--- src/rtl/cla_pkg.sv ---
// Shared constants, types and helpers for the pipelined carry-lookahead adder.
// Latency: n/a (package only).
// Backpressure: n/a (package only).
//
// Contents: CLA_GROUP_W (lookahead group width), cla_gp_t ({G, P} pair),
// cla_gp4() (group generate/propagate from 4-bit per-bit g/p).
package cla_pkg;

  localparam int CLA_GROUP_W = 4;

  typedef struct packed {
    logic g;
    logic p;
  } cla_gp_t;

  // Group generate/propagate over one 4-bit group (bit 0 is the LSB).
  function automatic cla_gp_t cla_gp4(input logic [CLA_GROUP_W-1:0] g,
                                      input logic [CLA_GROUP_W-1:0] p);
    cla_gp_t r;
    r.p = &p;
    r.g = g[3] | (p[3] & g[2]) | (p[3] & p[2] & g[1]) | (p[3] & p[2] & p[1] & g[0]);
    return r;
  endfunction

endpackage

--- src/rtl/cla_group4.sv ---
// One 4-bit carry-lookahead group: internal carries from the group carry-in, then sum.
// Latency: combinational.
// Backpressure: none (pure datapath slice).
//
// Ports: g, p  - per-bit generate/propagate of this group
//        cin   - carry into the group (from the group-level lookahead)
//        sum   - 4-bit group sum
module cla_group4
  import cla_pkg::*;
(
  input  logic [CLA_GROUP_W-1:0] g,
  input  logic [CLA_GROUP_W-1:0] p,
  input  logic                   cin,
  output logic [CLA_GROUP_W-1:0] sum
);

  logic [CLA_GROUP_W-1:0] c;

  assign c[0] = cin;
  assign c[1] = g[0] | (p[0] & cin);
  assign c[2] = g[1] | (p[1] & g[0]) | (p[1] & p[0] & cin);
  assign c[3] = g[2] | (p[2] & g[1]) | (p[2] & p[1] & g[0]) | (p[2] & p[1] & p[0] & cin);

  assign sum = p ^ c;

  // The MSB generate only feeds the group carry-out, which the top-level
  // lookahead already forms from the registered group G/P.
  logic unused_g3;
  assign unused_g3 = g[3];

endmodule

--- src/rtl/pipelined_cla_adder.sv ---
// Two-stage pipelined carry-lookahead adder (4-bit groups + group-level lookahead).
// Latency: 2 cycles from acceptance to out_valid; 1 beat/cycle, 2 beats of storage.
// Backpressure: valid/ready; in_ready = !s1_valid | !s2_valid | out_ready (never looks at in_valid).
//
// Ports: clk, rst_n (async, active-low); in_valid/in_ready, a, b, cin [, sub];
//        out_valid/out_ready, sum, carry (out of MSB), ovf (signed overflow).
// Optional feature macro: CLA_SUB_EN adds the sub port (sub=1 -> a - b, cin ignored).
module pipelined_cla_adder
  import cla_pkg::*;
#(
  parameter int WIDTH = 16
) (
  input  logic             clk,
  input  logic             rst_n,
  input  logic             in_valid,
  output logic             in_ready,
  input  logic [WIDTH-1:0] a,
  input  logic [WIDTH-1:0] b,
  input  logic             cin,
`ifdef CLA_SUB_EN
  input  logic             sub,
`endif
  output logic             out_valid,
  input  logic             out_ready,
  output logic [WIDTH-1:0] sum,
  output logic             carry,
  output logic             ovf
);

  localparam int NG = WIDTH / CLA_GROUP_W;

  if ((WIDTH % CLA_GROUP_W) != 0 || WIDTH < CLA_GROUP_W) begin : g_width_chk
    $error("pipelined_cla_adder: WIDTH must be a multiple of 4 and at least 4");
  end

  // Operand conditioning: subtraction is a + ~b + 1.
  logic [WIDTH-1:0] b_eff;
  logic             cin_eff;
`ifdef CLA_SUB_EN
  assign b_eff   = sub ? ~b : b;
  assign cin_eff = sub ? 1'b1 : cin;
`else
  assign b_eff   = b;
  assign cin_eff = cin;
`endif

  // Handshake
  logic s1_valid, s2_valid, s1_adv, s2_adv;

  assign s2_adv    = !s2_valid || out_ready;
  assign s1_adv    = !s1_valid || s2_adv;
  assign in_ready  = s1_adv;
  assign out_valid = s2_valid;

  always_ff @(posedge clk or negedge rst_n) begin
    if (!rst_n) begin
      s1_valid <= 1'b0;
      s2_valid <= 1'b0;
    end else begin
      if (s1_adv) s1_valid <= in_valid;
      if (s2_adv) s2_valid <= s1_valid;
    end
  end

  // Stage 1: per-bit and per-group generate/propagate
  logic [WIDTH-1:0]       g_nxt, p_nxt;
  cla_gp_t [NG-1:0]       gp_nxt;
  logic [WIDTH-1:0]       s1_g, s1_p;
  cla_gp_t [NG-1:0]       s1_gp;
  logic                   s1_cin;

  assign g_nxt = a & b_eff;
  assign p_nxt = a ^ b_eff;

  always_comb begin
    gp_nxt = '0;
    for (int k = 0; k < NG; k++) begin
      gp_nxt[k] = cla_gp4(g_nxt[k*CLA_GROUP_W +: CLA_GROUP_W],
                          p_nxt[k*CLA_GROUP_W +: CLA_GROUP_W]);
    end
  end

  always_ff @(posedge clk or negedge rst_n) begin
    if (!rst_n) begin
      s1_g   <= '0;
      s1_p   <= '0;
      s1_gp  <= '0;
      s1_cin <= 1'b0;
    end else if (s1_adv && in_valid) begin
      s1_g   <= g_nxt;
      s1_p   <= p_nxt;
      s1_gp  <= gp_nxt;
      s1_cin <= cin_eff;
    end
  end

  // Stage 2: group carries, fully expanded:
  // C_{k+1} = G_k | P_k G_{k-1} | ... | P_k..P_0 cin
  logic [NG:0] gc;
  logic        acc, term;

  always_comb begin
    gc    = '0;
    acc   = 1'b0;
    term  = 1'b0;
    gc[0] = s1_cin;
    for (int k = 0; k < NG; k++) begin
      acc = s1_cin;
      for (int j = 0; j <= k; j++) acc = acc & s1_gp[j].p;
      for (int j = 0; j <= k; j++) begin
        term = s1_gp[j].g;
        for (int m = j + 1; m <= k; m++) term = term & s1_gp[m].p;
        acc = acc | term;
      end
      gc[k+1] = acc;
    end
  end

  logic [WIDTH-1:0] grp_sum;

  for (genvar k = 0; k < NG; k++) begin : g_grp
    cla_group4 u_grp (
      .g   (s1_g[k*CLA_GROUP_W +: CLA_GROUP_W]),
      .p   (s1_p[k*CLA_GROUP_W +: CLA_GROUP_W]),
      .cin (gc[k]),
      .sum (grp_sum[k*CLA_GROUP_W +: CLA_GROUP_W])
    );
  end

  // Carry into the MSB is recovered as sum ^ p at that bit.
  logic msb_cin;
  assign msb_cin = grp_sum[WIDTH-1] ^ s1_p[WIDTH-1];

  always_ff @(posedge clk or negedge rst_n) begin
    if (!rst_n) begin
      sum   <= '0;
      carry <= 1'b0;
      ovf   <= 1'b0;
    end else if (s2_adv && s1_valid) begin
      sum   <= grp_sum;
      carry <= gc[NG];
      ovf   <= gc[NG] ^ msb_cin;
    end
  end

endmodule

--- config.mk ---
export PLATFORM = sky130hd
export DESIGN_NAME = pipelined_cla_adder
export DESIGN_NICKNAME = d
export VERILOG_FILES = /design/src/rtl/cla_pkg.sv /design/src/rtl/cla_group4.sv /design/src/rtl/pipelined_cla_adder.sv
export SDC_FILE = /design/constraint.sdc
export NUM_CORES = 1
export LEC_CHECK = 0
export ABC_AREA = 1
export CORE_UTILIZATION = 30
export DETAILED_ROUTE_END_ITERATION = 8
export PLACE_DENSITY_LB_ADDON = 0.05
export SETUP_SLACK_MARGIN = 0.3
export SLEW_MARGIN = 20
export SYNTH_ARGS = -nofsm -noshare
export SYNTH_HDL_FRONTEND = slang
export SYNTH_SLANG_ARGS = --single-unit
--- constraint.sdc ---
create_clock -name clk -period 2.6 [get_ports clk]
set_input_delay 0.52 -clock clk [delete_from_list [all_inputs] [get_ports clk]]
set_output_delay 0.52 -clock clk [all_outputs]
set_load 0.01 [all_outputs]
Word level (Yosys, flattened, before mapping)
Cells that the tools add are included.
Storage, ports and cells
  output and inout port bits: 20
  logic and storage cells: 146
  bits in registers: 60
  bits of input ports: 37
Operators by class
  bitwise logic cells: 120
  reduce and logical (&&, ||, !) cells: 10
Operators with widths (number)
  1-bit AND: 66
  1-bit bitwise OR: 46
  16-bit AND: 1
  4-bit AND reduction: 4
  16-bit bitwise XOR: 1
  4-bit bitwise XOR: 4
  1-bit logical AND: 2
  1-bit logical NOT: 2
  1-bit logical OR: 2
  1-bit bitwise XOR: 2

Depth between registers and ports, before layout
  depth after elaboration: 11
  gate-level depth with buffers: 9
  mapped depth without buffers: 9

Cells and area by module
Synthesis repeated with hierarchy kept, for this count alone.
Unflattened totals
  cells, all modules: 379
  area total of the unflattened synthesis: 3075.4 sq um
Modules (own cells, without submodules)
  pipelined_cla_adder: area each 2650.0 sq um, sequential area each 1526.5 sq um, cells each 295, times used 1
  cla_group4: area each 106.4 sq um, sequential area each 0.0 sq um, cells each 21, times used 4

Least setup slack after synthesis
Ideal clock, no wire load.
  kind: input to register
  from: in a[11]
  to: reg s1_gp[5] (netlist name)
  data required time: 2.461 ns
  cell stages on the path: 5
  arrival: 1.241 ns
  path slack: 1.220 ns
  buffers on the path: 0
  path through: ha_1 nand2_1 inv_1 a221oi_1 a22oi_1
Between the ends
  word-level cells in the longest chain between the ends: 5
  elaborated cells on any way between the ends: 10
  classes of those cells: bitwise (10)
RTL lines
  start: declaration: RTL line pipelined_cla_adder.sv:17  | input logic [WIDTH-1:0] a,
  16-bit bitwise XOR: RTL line pipelined_cla_adder.sv:73  | assign p_nxt = a ^ b_eff;
  1-bit AND: RTL line cla_pkg.sv:21  | r.g = g[3] | (p[3] & g[2]) | (p[3] & p[2] & g[1]) | (p[3] & p[2] & p[1] & g[0]);
  1-bit bitwise OR or 1-bit AND (tied branches) (2 in series): RTL line cla_pkg.sv:21
  1-bit bitwise OR (*): RTL line cla_pkg.sv:21
  end signal: assignment: RTL line pipelined_cla_adder.sv:92  | s1_gp <= gp_nxt;
  end: declaration: RTL line pipelined_cla_adder.sv:69  | cla_gp_t [NG-1:0] s1_gp;
Every way passes the cells marked *; elsewhere a longest branch is shown, timed or not.
A chain may end at the register's enable or synchronous reset.

Final worst setup path
  from: in out_ready
  to: out in_ready
Between the ends
  word-level cells in the longest chain between the ends: 2
RTL lines
  start: declaration: RTL line pipelined_cla_adder.sv:24  | input logic out_ready,
  1-bit logical OR: RTL line pipelined_cla_adder.sv:50  | assign s2_adv = !s2_valid || out_ready;
  1-bit logical OR: RTL line pipelined_cla_adder.sv:51  | assign s1_adv = !s1_valid || s2_adv;
  end: declaration: RTL line pipelined_cla_adder.sv:16  | output logic in_ready,
Every way passes these cells.

==> results.ini <==
[run_status]
run_status=completed

[floorplanning]
die_y_um=100.5
num_rows=35
start_util_pct=31.21
pin_count=57
core_region_area_sq_um=9328
dieArea_sq_um=10100
die_w_um=100.5

[worst_setup_path]
crit_required_ns=2.08
critical_path.top_delay_family=buffers and inverters
worstReg2RegEnd=sum[13]
crit_chain=clkdlybuf4s50_1, inv_1, nand3_2, clkdlybuf4s50_1
crit_path_frequent_cell=clkdlybuf4s50_1
rr_worst_depth=6
crit_path_start=out_ready
cp-end-kind=output port
max_stage_delay_ns=0.54
critPathKind=input port to output port
cp.depth=4
crit_fanout=3
reg2reg_slack_ns=1.11
r2r-start=s1_gp[4]
worstSetupEndpoint=in_ready
crit_path_start_kind=input port
cpMaxStageDelayCell=clkdlybuf4s50_1
worst_ep_arrival_time_ns=1.65
critPathBufInv=3

[yosys]
synth_cells=338
ys.warnings.count=0
synthTopCellsByCount=141 x nand2_1, 57 x dfrtp_1, 20 x ha_1, 16 x o21ai_0
synth_most_common_cell=nand2_1
synth_top_flop_cell=dfrtp_1
post_synth.cell_area_avg_sq_um=8.614
yosysSeqAreaShare_pct=48.99
synthTopCellsByArea=dfrtp_1 49%, nand2_1 18%, ha_1 8.6%, o21ai_0 2.8%, nand3_1 2.6%
syn_nets=395
yosysTopAreaCell=dfrtp_1
syn-cell-area_sq_um=2912
synth_seq_cells=57
ys_async_sr_fraction_pct=100.0
ys_types=30
synth_edf_count=0
synth_top_cell_area_share_pct=48.99

[cells_and_area]
area_growth_pct=30.77
final_area_sq_um=3807
num_antenna_cells=0
layout-drive-gt1-share_pct=8.642
layout.nets=458

[power_and_ir_drop]
clockPowerShare_pct=28.0
p_comb_share_pct=30.0
p_switching_mw=0.9288
seqPwrFrac_pct=42.0
swShare_pct=31.36
p_int_mw=2.033
vdd_drop_max_mv=0.2787
p_per_area_nw_per_um2=777.8
leakage_nw=1.861

[clocking]
insertion_delay_ns=0.33
tritoncts=yes
post_cts_buffers=0
cts_sinks=57
clkSlewWorstSetupHoldPaths_ns=0.07
cts_hold_buf=0
clockBufferDepth=2
cts-root-buf=clkbuf_8
h-tree-depth=3
cts_resized=0
cts_made_buffers=9

[global_routing]
grt_pass1_wl_mm=11.96
grt_pass1_vias=2464
antenna_found_initial=0
grt_max_degree=34
grt_overflow=0
track_usage_pct=15.52

[sta]
drv_slew=0
clock_skew_ns=0.009943
hold_viol=0
worst_slew_pin_slew_ns=0.5862
slew_headroom_pct=60.88
final.period_utilization_pct=83.37
fin_ws_ns=0.4323
fin_hold_ws_ns=0.1141
timing.fmax_ghz=0.4613
rsz0062_at_grt=false
finalSetupViolCount=0
fin_tns_setup_ns=0
final.min_clock_period_ns=2.168

[routing]
routed_wl_mm=6.844
drc=0
dr_total_vias=2440
first_iter_violations=123
final_antenna_net_count=0
routed_via_density=4.569
first_pass_iters=5
routedWlPerCell_um=12.82

[placement]
dp_slack_ns=0.4353
port_buffers=56
dpl-instance-area_sq_um=3612
place_congestion=0.7300
place_hpwl_mm=4.874

[run]
drv_cap=0

[worst_hold_path]
hold_class=input port to asynchronous set/reset pin

-- layout make-up --
type	instances	area, sq um
Sequential cell	57	1426
Clock buffer	12	155.1
Timing Repair Buffer	62	613.1
Multi-Input combinational cell	255	1351
Clock inverter	3	40.04
Fill cell	988	5520
Inverter	16	60.06
Tap cell	129	161.4
-- metrics by stage --
step,power (mW),std cells,util (%)
after CTS,3.007,534,40.82
after global routing,3.176,534,40.82
after detailed placement,2.162,519,38.73
after global placement,2.157,519,38.73
final,2.961,534,40.82
after floorplan,1.713,338,-
-- cells by family after synthesis --
group / share of synthesized area, %
flip-flops: 48.99
adder cells (fa/ha/maj): 8.595
XOR/XNOR: 1.203
AND/OR/NAND/NOR: 28.66
buffers and inverters: 4.598
AO/OA/AOI/OAI: 7.951
-- cells in the final DEF (no fill, tap or decap), drive strengths merged, types with 2 or more instances in the layout --
cell and n:
a31oi 10, clkdlybuf4s50 55, a21oi 8, nand3b 4, nand4 9, nor2 13, nand2 147, clkbuf 12
clkinv 2, inv 16, o21ai 16, ha 20, dfrtp 57, nand3 17, xor2 4, buf 7
-- worst min-delay path by stage --
stage | from | cells past startpoint | to
2_1_floorplan | rst_n | 0 | carry
3_3_place_gp | sum[4] | 2 | sum[4]
3_5_place_dp | sum[12] | 2 | sum[12]
4_1_cts | rst_n | 1 | sum[5]
5_1_grt | rst_n | 1 | sum[5]
6_report | rst_n | 1 | sum[5]
-- sequential cells by signal, summed over array words and instances, names as in the netlist --
register / flops
carry: 1
out_valid: 1
ovf: 1
s1_cin: 1
s1_g: 12
s1_gp: 7
s1_p: 16
s1_valid: 1
sum: 16
term: 1
-- layer usage --
layer / vias up / routed length [um] / GRT usage, %
met5: - / 0 / 0
met4: 0 / 119 / 6.355
met3: 12 / 203 / 2.566
met2: 49 / 3030 / 24.39
met1: 1142 / 3492 / 21.27
li1: 1237 / - / -
-- power by group through the flow --
stage          Clock [mW]  Combinational (mW)  Sequential, mW
6_report            0.831               0.887            1.24
2_1_floorplan           0               0.421            1.29
3_3_place_gp            0               0.900            1.26
3_5_place_dp            0               0.902            1.26
5_1_grt             0.893                1.01            1.27
4_1_cts             0.855               0.907            1.25
Power figures use the tool's default switching activity.
